--- src/rtl/ale_alu_if.sv ---
// Operand, opcode and result/flag bundle between the register file, ALU and writeback mux.
interface ale_alu_if #(
    parameter int N = 4
);
    logic [N-1:0] a;
    logic [N-1:0] b;
    logic [3:0]   alu_select;
    logic [N-1:0] result;
    logic [3:0]   flags;

    modport master (
        output a,
        output b,
        output alu_select,
        input  result,
        input  flags
    );

    modport slave (
        input  a,
        input  b,
        input  alu_select,
        output result,
        output flags
    );
endinterface

--- src/rtl/ale_alu.sv ---
// N-bit ALU with 11 opcodes; result and {Nf,Z,C,V} flags are registered with one cycle of latency.
module ale_alu #(
    parameter int N = 4
) (
    input logic    clk,
    input logic    rst,
    ale_alu_if.slave bus
);

    typedef enum logic [3:0] {
        OP_MOV = 4'd0,
        OP_ADD = 4'd1,
        OP_SUB = 4'd2,
        OP_MUL = 4'd3,
        OP_DIV = 4'd4,
        OP_XOR = 4'd5,
        OP_AND = 4'd6,
        OP_NOT = 4'd7,
        OP_SHL = 4'd8,
        OP_SHR = 4'd9,
        OP_CMP = 4'd10
    } aluOp_e;

    typedef enum logic [1:0] {
        FLAGS_FROM_RESULT,
        FLAGS_FROM_DIFF,
        FLAGS_CLEAR
    } flagSrc_e;

    localparam logic [N-1:0] SHIFT_LIMIT = N[N-1:0];

    logic [N-1:0]   result_q, result_d;
    logic [3:0]     flags_q, flags_d;

    logic [N:0]     sumFull;
    logic [N:0]     diffFull;
    logic [2*N-1:0] prodFull;
    logic [2*N-1:0] shlWide;
    logic [2*N-1:0] shrWide;
    logic [N-1:0]   divisor;
    logic [N-1:0]   quotient;
    logic           shiftOver;
    logic           addOverflow;
    logic           subOverflow;
    logic           carry;
    logic           overflow;
    flagSrc_e       flagSrc;

    // Full-width datapath results; each opcode picks and truncates what it needs.
    always_comb begin
        sumFull     = {1'b0, bus.a} + {1'b0, bus.b};
        diffFull    = {1'b0, bus.a} - {1'b0, bus.b};
        prodFull    = {{N{1'b0}}, bus.a} * {{N{1'b0}}, bus.b};
        divisor     = (bus.b == '0) ? {{(N-1){1'b0}}, 1'b1} : bus.b;
        quotient    = bus.a / divisor;
        shiftOver   = (bus.b >= SHIFT_LIMIT);
        shlWide     = {{N{1'b0}}, bus.a} << bus.b;
        shrWide     = {bus.a, {N{1'b0}}} >> bus.b;
        addOverflow = (bus.a[N-1] == bus.b[N-1]) && (sumFull[N-1] != bus.a[N-1]);
        subOverflow = (bus.a[N-1] != bus.b[N-1]) && (diffFull[N-1] != bus.a[N-1]);
    end

    always_comb begin
        result_d = '0;
        carry    = 1'b0;
        overflow = 1'b0;
        flagSrc  = FLAGS_FROM_RESULT;
        flags_d  = '0;

        case (bus.alu_select)
            OP_MOV: result_d = bus.a;
            OP_ADD: begin
                result_d = sumFull[N-1:0];
                carry    = sumFull[N];
                overflow = addOverflow;
            end
            OP_SUB: begin
                result_d = diffFull[N-1:0];
                carry    = diffFull[N];
                overflow = subOverflow;
            end
            OP_MUL: begin
                result_d = prodFull[N-1:0];
                carry    = |prodFull[2*N-1:N];
                overflow = |prodFull[2*N-1:N];
            end
            OP_DIV: begin
                if (bus.b == '0) begin
                    result_d = '1;
                    overflow = 1'b1;
                end else begin
                    result_d = quotient;
                end
            end
            OP_XOR: result_d = bus.a ^ bus.b;
            OP_AND: result_d = bus.a & bus.b;
            OP_NOT: result_d = ~bus.a;
            // Oversized shift amounts flush every operand bit out of the word.
            OP_SHL: begin
                if (shiftOver) begin
                    carry = |bus.a;
                end else begin
                    result_d = shlWide[N-1:0];
                    carry    = |shlWide[2*N-1:N];
                end
            end
            OP_SHR: begin
                if (shiftOver) begin
                    carry = |bus.a;
                end else begin
                    result_d = shrWide[2*N-1:N];
                    carry    = |shrWide[N-1:0];
                end
            end
            OP_CMP: begin
                result_d = result_q;
                flagSrc  = FLAGS_FROM_DIFF;
            end
            default: flagSrc = FLAGS_CLEAR;
        endcase

        case (flagSrc)
            FLAGS_FROM_RESULT: flags_d = {result_d[N-1], (result_d == '0), carry, overflow};
            FLAGS_FROM_DIFF:   flags_d = {diffFull[N-1], (diffFull[N-1:0] == '0), diffFull[N], subOverflow};
            default:           flags_d = '0;
        endcase
    end

    always_ff @(posedge clk) begin
        if (rst) begin
            result_q <= '0;
            flags_q  <= '0;
        end else begin
            result_q <= result_d;
            flags_q  <= flags_d;
        end
    end

    assign bus.result = result_q;
    assign bus.flags  = flags_q;

endmodule

--- src/flat_wrapper.sv ---
// flat-port wrapper written by rule: the top's interface ports become plain ports
module ale_alu_flat 
#(
    parameter int N = 4
)
  (clk, rst, bus_a, bus_b, bus_alu_select, bus_result, bus_flags);
  ale_alu_if #(.N(N)) bus_i ();
  input logic clk;
  input logic rst;
  input wire logic [$bits(bus_i.a)-1:0] bus_a;
  input wire logic [$bits(bus_i.b)-1:0] bus_b;
  input wire logic [$bits(bus_i.alu_select)-1:0] bus_alu_select;
  output wire logic [$bits(bus_i.result)-1:0] bus_result;
  output wire logic [$bits(bus_i.flags)-1:0] bus_flags;
  assign bus_i.a = bus_a;
  assign bus_i.b = bus_b;
  assign bus_i.alu_select = bus_alu_select;
  assign bus_result = bus_i.result;
  assign bus_flags = bus_i.flags;
  ale_alu #(.N(N)) u_core (.clk(clk), .rst(rst), .bus(bus_i));
endmodule
--- config.mk ---
export PLATFORM = sky130hd
export DESIGN_NAME = ale_alu_flat
export DESIGN_NICKNAME = d
export VERILOG_FILES = /design/src/rtl/ale_alu_if.sv /design/src/rtl/ale_alu.sv /design/src/flat_wrapper.sv
export SDC_FILE = /design/constraint.sdc
export NUM_CORES = 1
export LEC_CHECK = 0
export BUFFER_PORTS_ARGS = -buffer_cell sky130_fd_sc_hd__buf_2
export CAP_MARGIN = 40
export CELL_PAD_IN_SITES_DETAIL_PLACEMENT = 1
export CELL_PAD_IN_SITES_GLOBAL_PLACEMENT = 2
export CORE_MARGIN = 2
export CORE_UTILIZATION = 38
export CTS_CLUSTER_DIAMETER = 120
export CTS_CLUSTER_SIZE = 25
export DETAILED_ROUTE_END_ITERATION = 8
export PLACE_DENSITY_LB_ADDON = 0.2
export SLEW_MARGIN = 40
export SYNTH_ARGS = -nofsm -noshare
export SYNTH_HDL_FRONTEND = slang
export SYNTH_SLANG_ARGS = --single-unit
--- constraint.sdc ---
create_clock -name clk -period 7 [get_ports clk]
set_input_delay 0.7 -clock clk [delete_from_list [all_inputs] [get_ports clk]]
set_output_delay 0.7 -clock clk [all_outputs]
set_load 0.05 [all_outputs]
# Word level (Yosys, flattened, before mapping)
# Cells that the tools add are included.
# W data, S select, Z words.
# totals
register_bits	8
latch_bits	0
ramBits	0
rom_bits	0
inputBits	14
output_inout_bits	8
wordCells	51
memories	0
# classes
add_sub_neg	2
n_mul	1
div_mod_pow	1
n_lt_le_gt_ge	1
n_eq_ne	15
shift	2
n_mux	12
bitwise	3
n_reduce_logical	12
# ops
op	count
$pmux W4 S11	1
$eq A4 B3 Y1 const B	4
$logic_not A4 Y1	4
$mux W4	4
$reduce_or A4 Y1	4
$eq A4 B4 Y1 const B	3
$reduce_or A10 Y1	1
$eq A4 B2 Y1 const B	2
$mul A4 B4 Y8	1
$pmux W4 S2	1
$shl A4 B4 Y8	1
$shr A8 B4 Y8	1
$add A4 B4 Y5	1
$pmux W1 S5	1
$sub A4 B4 Y5	1
$and A4 B4 Y4	1
$div A4 B4 Y4	1
$eq A4 B1 Y1 const B	1
$ge A4 B3 Y1 const B	1
$not A4 Y4	1
$pmux W1 S4	1
$pmux W2 S2	1
$xor A4 B4 Y4	1
$mux W1	3
5 further kinds	8

# Logic depth before layout (Yosys ltp)
# Gate-level depths: netlist of the first run.
# depth
word_depth	7
ltp_mapped	20
ltp_nobuf	20

# Worst setup path after synthesis of the first run
# OpenSTA, ideal clock, no wires.
# synth_path
path_kind	input -> register
start	input bus_b[1]
end	register u_core.flags_q[2] (netlist: u_core.bus.flags[2])
setup_ps	88
arrival_ps	4689
required_ps	6912
setup_slack_ps	2223
path_stages	19
n_path_buf	0
cell_sequence	or3_1 > and2_1 > ha_1 > o21ai_0 > a21oi_1 > nand2_1 > xnor2_1 > ha_1 > a21oi_1 > nand2b_1 > o221ai_1 > mux2_2 > ha_1 > a21oi_1 > a31oi_1 > o31a_1 > nor4_2 > nand4b_1 > o32ai_2
# synth_via
elab_chain_len	7
word_cells_on_any_way	18
cone_classes	2 x add/sub; 1 x mul; 1 x div; 1 x order compare; 2 x shift; 6 x mux; 2 x bitwise; 3 x reduce/logical
# synth_rtl
element	line	source
start: declaration	flat_wrapper.sv:11	input wire logic [$bits(bus_i.b)-1:0] bus_b;
$logic_not A4 Y1	ale_alu.sv:54, ale_alu.sv:88	
$mux W4	ale_alu.sv:54	divisor = (bus.b == '0) ? {{(N-1){1'b0}}, 1'b1} : bus.b;
$div A4 B4 Y4	ale_alu.sv:55	quotient = bus.a / divisor;
$mux W4	ale_alu.sv:88	if (bus.b == '0) begin
$pmux W4 S11	ale_alu.sv:70	case (bus.alu_select)
$logic_not A4 Y1	ale_alu.sv:123	FLAGS_FROM_RESULT: flags_d = {result_d[N-1], (result_d == '0), carry, overflow};
$pmux W4 S2 *	ale_alu.sv:122	case (flagSrc)
end signal: assignment	ale_alu.sv:135	flags_q <= flags_d;
end: declaration	ale_alu.sv:33	logic [3:0] flags_q, flags_d;
# Mark *: on every way between the ends. The rest lies on a longest branch, timed or not.
# A chain may end at the register's enable or synchronous reset.

# Final worst setup path of the first run
# Ends and elaborated chain as after synthesis.

==> results of run 1 <==
## state kept, by name, indices dropped and copies added, names as in the netlist
register           flops
u_core.bus.result      4
u_core.bus.flags       4
## cell type report
type | count | area share
repair buffers | 21 | 0.0482
well taps | 70 | 0.0401
multi-input cells | 218 | 0.770
inverters | 28 | 0.0493
flip-flops and latches | 8 | 0.0734
clock buffers | 3 | 0.0189
## through the flow
step | total power, uW | util
final | 266 | 0.425
after global routing | 291 | 0.425
after CTS | 269 | 0.425
after detailed placement | 212 | 0.417
after global placement | 211 | 0.417
after floorplan | 174 | -
## placed cells by master, fill, tap and decap left out, drive strengths merged, types with 4 or more instances in the layout
master	instances
xnor2	8
nor2b	11
xor2	4
a2111oi	4
nand2	12
o21ai	11
mux2i	4
ha	28
inv	28
a21oi	18
fa	6
nor2	28
and2	5
a22oi	5
buf	21
mux2	4
nor4	5
dfxtp	8
nand2b	7
nor3	9
## per-layer routing
layer  routed length [um]  up-vias  global-route usage  share of wire
met3                  293        6              0.0247          0.046
met5                    0        -                   0              0
li1                     -      989                   -              -
met2                 3010       50               0.376           0.47
met4                   76        0              0.0464          0.012
met1                 3050      968               0.311           0.47
## final timing paths
path                                         from                              end  slack, ns
setup reg to reg  u_core.bus.result[1]$_SDFF_PP0_   u_core.bus.flags[2]$_SDFF_PP0_       5.58
hold / removal                                rst  u_core.bus.result[1]$_SDFF_PP0_       0.76
hold reg to reg   u_core.bus.result[3]$_SDFF_PP0_  u_core.bus.result[3]$_SDFF_PP0_       0.87
setup / recovery                         bus_b[1]   u_core.bus.flags[2]$_SDFF_PP0_       1.74
## power by group
group          switching [uW]  leakage [uW]  internal, uW
Sequential               1.30     0.0000655          49.3
Combinational            99.4      0.000861          61.6
Clock                    17.5     0.0000216          37.2
Total                     118      0.000948           148
## kinds of logic after synthesis
kind of cell / count (synthesis)
compound gates: 68
flops: 8
buf+inv: 45
mux: 10
fa+ha+maj: 34
xor+xnor: 12
simple gates: 94
==> run metrics, run 1 <==
status=finished, final reports clean; Wirelength per Cell=18.5 um; post-synthesis cell type count=61; Initial DRT Pass Iterations=4; count of cells resized by post-cts repair=0; antenna violations before repair=0; Sink Count=8; CTS HTree Levels=1; # Post-CTS Setup Buffers=0; Slew @ Worst Pin=0.687 ns; largest net degree at the start of global routing=25; # fillers=685; Synth area leaders=ha_1 (17%), dfxtp_1 (7.8%), fa_1 (5.9%); area share of the largest cell type after synthesis=0.171; Overall Global Routing Usage=0.224; yosys warns=0; CP bufs+invs=1; syn nets=319; Worst-path clk slew=0.04 ns; Root Driver=clkbuf_8; crit-path cells=buf_2 -> or3_1 -> and2_1 -> ha_1 -> o21ai_0 -> a21oi_1 -> nand2_1 -> xnor2_1 -> ha_1 -> a21oi_1 -> nand2b_1 -> o221ai_1 -> mux2_2 -> ha_1 -> a21oi_1 -> a31oi_1 -> o31a_1 -> nor4_2 -> nand4b_1 -> o32ai_2; Worst Path Class, Setup=in2reg; critical path endpoint category=register; CTS Hold Bufs=0; die width=77.3 um; Area Overhead vs Synth=6.80%; EDFF count, synth=0; mux share of post-synthesis cell area=0.0637; Synth Register Bits=8; Slew Limit Fails=0; largest delay contributor family on the critical path=compound AO/OA/AOI/OAI gates; number of global-route vias before repair=2066; max cap viols=0; setup TNS=0 ns; Synth Area in Simple Gates=0.249; dpl cells=345; post-route ant nets=0; multi-input logic area=1680 um2; placer congestion estimate=0.883; Slew HR=0.530; Final Cell Area=2180 um2; Adder-Cell Fraction of Synth Area=0.230; Ports=22; R2R depth=5; xor/xnor share of the synthesized area=0.0514; largest stage delay on the critical path=0.44 ns; largest family of logic cells by synthesized area=simple AND/OR/NAND/NOR gates; final cell count without fillers=348; Leak=0.000948 uW; Setup WS post-layout=1.74 ns; total CTS buffers=3; Max VDD drop=0.0807 mV; Cells after Synth=271; worst skew pair latency=0.23 ns; Power Density=122 nW/um2; final clock skew=0.000797 ns; Hold Path Depth=2; Synth async-reset ratio=0; Synth Flop Type=dfxtp_1; Die Ht=77.3 um; Rows=26; HP Class=in2reg; initial core utilization=0.398; vias=2013; sequential element share of the synthesized area=0.0784; synth cell count leaders=ha_1 (28), nor2_1 (28), inv_1 (25); minimum clock period=5.26 ns; Final period util=0.752; fmax=190 MHz; Iter 0 DRT Violations=138; worst hold margin=0.765 ns; Required @ worst endpoint=7.14 ns; cell area after synthesis=2040 um2; HPWL Detailed=5200 um; clock buffer depth=2; nets=328; first-pass GRT wire length=10600 um; Worst Path Arrival=5.41 ns; Core Footprint=5140 um2; vias per inst=5.78; DR DRC count=0; PortBufs=21; Cell Area, Placed=2140 um2; TritonCTS clock tree=done; fraction of layout instances using a drive strength above 1=0.137; Yosys top cell by area=ha_1; FF/Latch Area=160 um2; Slowest cell on crit path=or3_1; Levels on crit path=20; RSZ-0062 raised after global routing=no; endpoints failing setup=0; Critical Path Start Type=primary input; Antenna diodes=0; die area=5980 um2; Synth Area per Inst=7.54 um2; Crit Path Max Fanout=16; total wire length=6430 um; GRT overflow=0; Fin. Hold Viols=0; pre-CTS WS=1.55 ns; Synth Area in Compound Gates=0.228
(Power assumes the default switching activity.)
==> run 2, diff against run 1 <==
--- a/config.mk
+++ b/config.mk
@@ -5,12 +5,13 @@
 export SDC_FILE = /design/constraint.sdc
 export NUM_CORES = 1
 export LEC_CHECK = 0
+export ABC_AREA = 1
 export BUFFER_PORTS_ARGS = -buffer_cell sky130_fd_sc_hd__buf_2
 export CAP_MARGIN = 40
 export CELL_PAD_IN_SITES_DETAIL_PLACEMENT = 1
 export CELL_PAD_IN_SITES_GLOBAL_PLACEMENT = 2
 export CORE_MARGIN = 2
-export CORE_UTILIZATION = 38
+export CORE_UTILIZATION = 31
 export CTS_CLUSTER_DIAMETER = 120
 export CTS_CLUSTER_SIZE = 25
 export DETAILED_ROUTE_END_ITERATION = 8
==> constraint.sdc (replaced) <==
create_clock -name clk -period 4.97 [get_ports clk]
set_input_delay 0.497 -clock clk [delete_from_list [all_inputs] [get_ports clk]]
set_output_delay 0.497 -clock clk [all_outputs]
set_load 0.05 [all_outputs]
==> run 2 against run 1 <==
Sequential power up 41%. Largest power group unchanged. Synthesized cell count up 35%. Largest cell class unchanged. Global-route usage shrank 2.4 points. Critical path depth increased by 5. Critical endpoint unchanged. Sequential share of layout area fell by 0.27 points.
==> run metrics, run 2 <==
Slew Limit Fails=0 (unchanged); total CTS buffers=3 (unchanged); Clock Power Share=0.203 (was 0.205); reg2reg end=u_core.bus.flags[2]$_SDFF_PP0_ (unchanged); RSZ-0062 raised after global routing=no (unchanged); worst skew pair latency=0.23 ns (about the same); Synth Flop Type=dfxtp_1 (unchanged); critical path endpoint category=register (unchanged); CTS HTree Levels=1 (unchanged); Worst setup endpoint=u_core.bus.flags[2]$_SDFF_PP0_ (unchanged); Flop pwr share=0.190 (about the same); Synth async-reset ratio=0 (unchanged); die width=85.6 um (was 77.3 um); yosys warns=0 (unchanged); endpoints failing setup=0 (unchanged); post-synthesis cell type count=30 (was 61); Area Overhead vs Synth=9.83% (was 6.80%); max cap viols=0 (unchanged); commonest non-fill, non-tap cell in the layout=nand2_1; syn nets=414 (was 319); worst hold margin=0.492 ns (was 0.765 ns); combinational power share=0.606 (was 0.605); nets=432 (was 328); vias=2300 (was 2013); EDFF count, synth=0 (unchanged); PortBufs=21 (unchanged); Required @ worst endpoint=5.12 ns (was 7.14 ns); GRT overflow=0 (unchanged); Crit. Startpoint=bus_b[1] (unchanged); Initial DRT Pass Iterations=4 (unchanged); Die Ht=85.6 um (was 77.3 um); R2R depth=9 (was 5); count leader, synth=nand2_1; HPWL Detailed=6050 um (was 5200 um); Wirelength per Cell=15.4 um (was 18.5 um); antenna violations before repair=0 (unchanged); Final period util=0.740; setup TNS=0 ns (unchanged); Fin. Hold Viols=0 (unchanged); Cells after Synth=366 (was 271); clock buffer depth=2 (unchanged); die area=7320 um2 (was 5980 um2); first-pass GRT wire length=11700 um (was 10600 um); fraction of layout instances using a drive strength above 1=0.110 (was 0.137); Ports=22 (unchanged); Core Footprint=6390 um2 (was 5140 um2); Antenna diodes=0 (unchanged); Psw=180 uW (was 118 uW); dpl cells=456 (was 345); TritonCTS clock tree=done (unchanged); Root Driver=clkbuf_8 (unchanged); status=finished, final reports clean (unchanged); synth cell count leaders=nand2_1 (108), inv_1 (59), nor2_1 (43) (was ha_1 (28), nor2_1 (28), inv_1 (25)); Worst-path clk slew=0.04 ns (about the same); vias per inst=5.01 (was 5.78); Worst Path Class, Setup=in2reg (unchanged); r2r setup slk=3.70 ns (was 5.58 ns); multi-input logic area=1610 um2 (was 1680 um2); Synth Register Bits=8 (unchanged); Worst Path Arrival=3.83 ns (was 5.41 ns); P_int=195 uW (was 148 uW); cell area after synthesis=2060 um2 (was 2040 um2); Reg2Reg Launch Point=u_core.bus.result[2]$_SDFF_PP0_ (was u_core.bus.result[1]$_SDFF_PP0_); Slew @ Worst Pin=0.429 ns (was 0.687 ns); # fillers=894 (was 685); Iter 0 DRT Violations=114 (was 138); Overall Global Routing Usage=0.201 (was 0.224); Cell Area, Placed=2220 um2 (was 2140 um2); initial core utilization=0.323 (was 0.398); number of global-route vias before repair=2355 (was 2066); final cell count without fillers=459 (was 348); CTS Hold Bufs=0 (unchanged); area share of the largest cell type after synthesis=0.197 (was 0.171); total wire length=7070 um (was 6430 um); Rows=29 (was 26); Yosys top cell by area=nand2_1 (was ha_1); FF/Latch Area=160 um2 (unchanged); Slew HR=0.713 (was 0.530); Leak=0.00138 uW (was 0.000948 uW); Synth area leaders=nand2_1 (20%), ha_1 (17%), inv_1 (11%) (was ha_1 (17%), dfxtp_1 (7.8%), fa_1 (5.9%)); # Post-CTS Setup Buffers=0 (unchanged); commonest cells after routing, fill and taps aside=nand2_1 (108), inv_1 (59), nor2_1 (43) (was nor2_1 (28), ha_1 (28), inv_1 (25)); Switching Fraction=0.480 (was 0.444); Power Density=166 nW/um2 (was 122 nW/um2); Critical Path Start Type=primary input (unchanged); Final Cell Area=2260 um2 (was 2180 um2); HP Class=in2reg (unchanged); fmax=272 MHz; Crit Path Max Fanout=14 (was 16); largest net degree at the start of global routing=15 (was 25); count of cells resized by post-cts repair=0 (unchanged); sequential element share of the synthesized area=0.0777 (was 0.0784); Max VDD drop=0.135 mV (was 0.0807 mV); placer congestion estimate=0.840 (was 0.883); DR DRC count=0 (unchanged); Sink Count=8 (unchanged); minimum clock period=3.68 ns; Synth Area per Inst=5.63 um2 (was 7.54 um2); post-route ant nets=0 (unchanged); final clock skew=0.000968 ns (was 0.000797 ns)
[run 2: power by group through the flow]
stage	registers [uW]	logic [uW]	clock network (uW)
floorplan	89.4	148	0
global placement	72.5	226	0
detailed placement	72.4	229	0
CTS	71.4	230	78.4
global route	71.7	261	83.1
finish	71.3	227	76.3
[run 2: through the flow]
step                      total power [uW]  worst slack [ns]  utilization
final                                  375              1.29        0.355
after global routing                   416             0.862        0.355
after CTS                              380              1.30        0.355
after detailed placement               301              1.07        0.348
after global placement                 299              1.18        0.348
after floorplan                        237              1.59            -
[run 2: cell type report]
class	instances	share of cell area
Multi-Input combinational cell	283	0.711
Tap cell	77	0.0425
Inverter	67	0.111
Sequential cell	8	0.0707
Clock buffer	3	0.0182
Timing Repair Buffer	21	0.0464
[run 2: kinds of logic after synthesis]
group                    count (synthesis)  share of synthesized area
flip-flops                               8                     0.0777
adder cells (fa/ha/maj)                 34                      0.228
AO/OA/AOI/OAI                           37                     0.0989
buffers and inverters                   75                      0.141
AND/OR/NAND/NOR                        205                      0.424
XOR/XNOR                                 7                     0.0297
[run 2: worst min-delay path by stage]
stage | start | end | slack [ns] | cells after the start
after floorplan | rst | u_core.bus.flags[2]$_SDFF_PP0_ | 0.57 | 1
after global placement | rst | u_core.bus.flags[2]$_SDFF_PP0_ | 0.73 | 2
after detailed placement | rst | u_core.bus.result[1]$_SDFF_PP0_ | 0.73 | 2
after CTS | rst | u_core.bus.result[1]$_SDFF_PP0_ | 0.49 | 2
after global routing | rst | u_core.bus.flags[2]$_SDFF_PP0_ | 0.50 | 2
final | rst | u_core.bus.result[1]$_SDFF_PP0_ | 0.49 | 2
[run 2: worst max-delay path: stages]
cell and delay, ns:
buf_2 0.19, inv_2 0.24, a21oi_1 0.13, ha_1 0.33, nand2_2 0.07, a21oi_2 0.16, nand2_1 0.08, xor2_1 0.17
inv_2 0.06, ha_1 0.31, nand2_1 0.09, nor2_1 0.04, o21ai_0 0.14, nand2_1 0.10, inv_1 0.16, nand2_1 0.07
o21ai_1 0.08, ha_1 0.25, nand2_1 0.07, inv_1 0.04, nand2_1 0.05, nand3_1 0.06, a21oi_1 0.18, nand3_1 0.10
a21oi_1 0.14
[run 2: routing by layer]
metal  global-route usage  routed length, um  vias to the layer above
li1                     -                  -                     1191
met1                0.273               3390                     1074
met2                0.361               3490                       31
met3              0.00962                164                        4
met4               0.0260                 27                        0
met5                    0                  0                        -
==> run 3, diff against run 2 <==
--- a/config.mk
+++ b/config.mk
@@ -11,7 +11,7 @@
 export CELL_PAD_IN_SITES_DETAIL_PLACEMENT = 1
 export CELL_PAD_IN_SITES_GLOBAL_PLACEMENT = 2
 export CORE_MARGIN = 2
-export CORE_UTILIZATION = 31
+export CORE_UTILIZATION = 28
 export CTS_CLUSTER_DIAMETER = 120
 export CTS_CLUSTER_SIZE = 25
 export DETAILED_ROUTE_END_ITERATION = 8
==> constraint.sdc (replaced) <==
create_clock -name clk -period 2.95 [get_ports clk]
set_input_delay 0.295 -clock clk [delete_from_list [all_inputs] [get_ports clk]]
set_output_delay 0.295 -clock clk [all_outputs]
set_load 0.05 [all_outputs]
==> run 3 against run 2 <==
The flow now finishes with violations (negative setup slack). Clock skew up 0.0016 ns. Sequential share of layout area decreased by 1.2 points. Die area is 10% higher. Cell count grew 13%. Largest cell class unchanged. Highest routed layer unchanged.
==> run metrics, run 3 (same netlist as run 2, synthesis figures left out) <==
status=complete, but fails checks (was finished, final reports clean); failing checks=negative setup slack; Tot Pwr=763 uW (was 375 uW); Initial DRT Pass Iterations=4 (unchanged); RSZ-0062 raised after global routing=yes (was no); Setup WS post-layout=-0.0258 ns (was 1.29 ns); Ports=22 (unchanged); Crit Path Max Fanout=6 (was 14); die width=89.8 um (was 85.6 um); worst skew pair latency=0.24 ns (was 0.23 ns); final clock skew=0.00259 ns (was 0.000968 ns); Slew @ Worst Pin=0.426 ns (was 0.429 ns); Area Overhead vs Synth=33.3% (was 9.83%); PortBufs=21 (unchanged); Slew Limit Fails=0 (unchanged); nets=471 (was 432); largest net degree at the start of global routing=12 (was 15); Worst-path clk slew=0.04 ns (about the same); CTS HTree Levels=1 (unchanged); r2r setup slk=1.72 ns (was 3.70 ns); Power Density=278 nW/um2 (was 166 nW/um2); GRT overflow=0 (unchanged); R2R depth=9 (unchanged); max cap viols=0 (unchanged); die area=8070 um2 (was 7320 um2); Final period util=1.01; minimum clock period=2.98 ns; placer congestion estimate=0.817 (was 0.840); critical path endpoint category=register (unchanged); DR DRC count=0 (unchanged); Hold Path Depth=2 (unchanged); clock buffer depth=2 (unchanged); hold path start=rst (unchanged); HP Class=in2reg (unchanged); final cell count without fillers=520 (was 459); initial core utilization=0.287 (was 0.323); Leak=0.00159 uW (was 0.00138 uW); Max VDD drop=0.130 mV (was 0.135 mV); antenna violations before repair=0 (unchanged); Core Footprint=7180 um2 (was 6390 um2); post-route ant nets=0 (unchanged); critical path's most frequent cell=nand2_1 (unchanged); reg2reg end=u_core.bus.flags[2]$_SDFF_PP0_ (unchanged); endpoints failing setup=2 (was 0); Fin. Hold Viols=0 (unchanged); total CTS buffers=3 (unchanged); vias=2463 (was 2300); first-pass GRT wire length=13500 um (was 11700 um); dpl cells=511 (was 456); Antenna diodes=0 (unchanged); Die Ht=89.8 um (was 85.6 um); TritonCTS clock tree=done (unchanged); Sink Count=8 (unchanged); Wirelength per Cell=15.7 um (was 15.4 um); worst hold endpoint=u_core.bus.flags[2]$_SDFF_PP0_ (was u_core.bus.result[1]$_SDFF_PP0_); Worst Path Class, Setup=in2reg (unchanged); Root Driver=clkbuf_8 (unchanged); Iter 0 DRT Violations=63 (was 114); setup TNS=-0.0498 ns (was 0 ns); commonest cells after routing, fill and taps aside=nand2_1 (106), inv_1 (57), nor2_1 (43) (was nand2_1 (108), inv_1 (59), nor2_1 (43)); Slowest cell on crit path=ha_4 (was ha_1); largest stage delay on the critical path=0.28 ns (was 0.33 ns); fraction of layout instances using a drive strength above 1=0.238 (was 0.110); Reg2Reg Launch Point=u_core.bus.result[2]$_SDFF_PP0_ (unchanged); Critical Path Start Type=primary input (unchanged); number of global-route vias before repair=2639 (was 2355); HPWL Detailed=6890 um (was 6050 um); commonest non-fill, non-tap cell in the layout=nand2_1 (unchanged); vias per inst=4.74 (was 5.01); Required @ worst endpoint=3.08 ns (was 5.12 ns); total wire length=8180 um (was 7070 um); # fillers=1005 (was 894); Rows=31 (was 29); Slew HR=0.715 (was 0.713); Worst Path Arrival=3.10 ns (was 3.83 ns); Overall Global Routing Usage=0.207 (was 0.201); fmax=336 MHz
run 3: changes by cell type in the layout (fill, tap and decap cells not counted), sizes merged:
| cell | previous run | this run |
|---|---|---|
| buf | 21 | 60 |
run 3: how the worst max path moves through the flow:
stage | end | cells after the start | from | slack, ns
final | u_core.bus.result[0]$_SDFF_PP0_ | 25 | bus_b[3] | -0.03
after detailed placement | u_core.bus.flags[2]$_SDFF_PP0_ | 25 | bus_b[3] | -0.36
after global placement | u_core.bus.flags[2]$_SDFF_PP0_ | 23 | bus_b[3] | -0.21
after CTS | u_core.bus.flags[2]$_SDFF_PP0_ | 25 | bus_b[2] | -0.05
after floorplan | u_core.bus.flags[2]$_SDFF_PP0_ | 23 | bus_a[3] | -0.05
after global routing | u_core.bus.flags[2]$_SDFF_PP0_ | 23 | bus_b[1] | -0.23
run 3: routing by layer:
layer	wire length [um]	track usage	up-vias	share of wire
li1	-	-	1262	-
met1	4040	0.288	1171	0.49
met2	3870	0.364	27	0.47
met3	244	0.0184	3	0.030
met4	19	0.0154	0	0.0023
met5	0	0	-	0
run 3: repair_timing:
item / in CTS / in global routing
pin swaps: 17 / 13
hold buffers: 0 / 0
resized for setup: 6 / 25
buffers inserted: 4 / 2
setup endpoints to repair: 4 / 4
run 3: cell type report:
type	instances	area (um2)	area share
clock buffer	3	41.3	0.0150
inverter	67	259	0.0943
timing repair buffer	60	428	0.156
multi-input combinational	283	1740	0.632
tap	99	124	0.0451
sequential	8	160	0.0583
run 3: power by group:
part	switching, uW	internal (uW)
sequential	3.45	117
clock	50.4	89.1
combinational	305	198
run 3: critical path: cells and delay by family:
| kind | cells | cell delay, ns |
|---|---|---|
| and+or+nand+nor | 11 | 0.83 |
| xor gates and xnor gates | 1 | 0.17 |
| AOI/OAI and AO/OA | 5 | 0.65 |
| adders and majority gates | 3 | 0.72 |
| buffers and inverters | 5 | 0.42 |
run 3: per-stage QoR:
step                worst slack, ns  hold WS, ns   util  cell area, um2
floorplan                   -0.0496        0.364      -            2100
global placement             -0.211        0.531  0.352            2520
detailed placement           -0.365        0.541  0.352            2520
CTS                         -0.0527        0.293  0.364            2620
global route                 -0.225        0.304  0.383            2750
finish                      -0.0258        0.300  0.383            2750
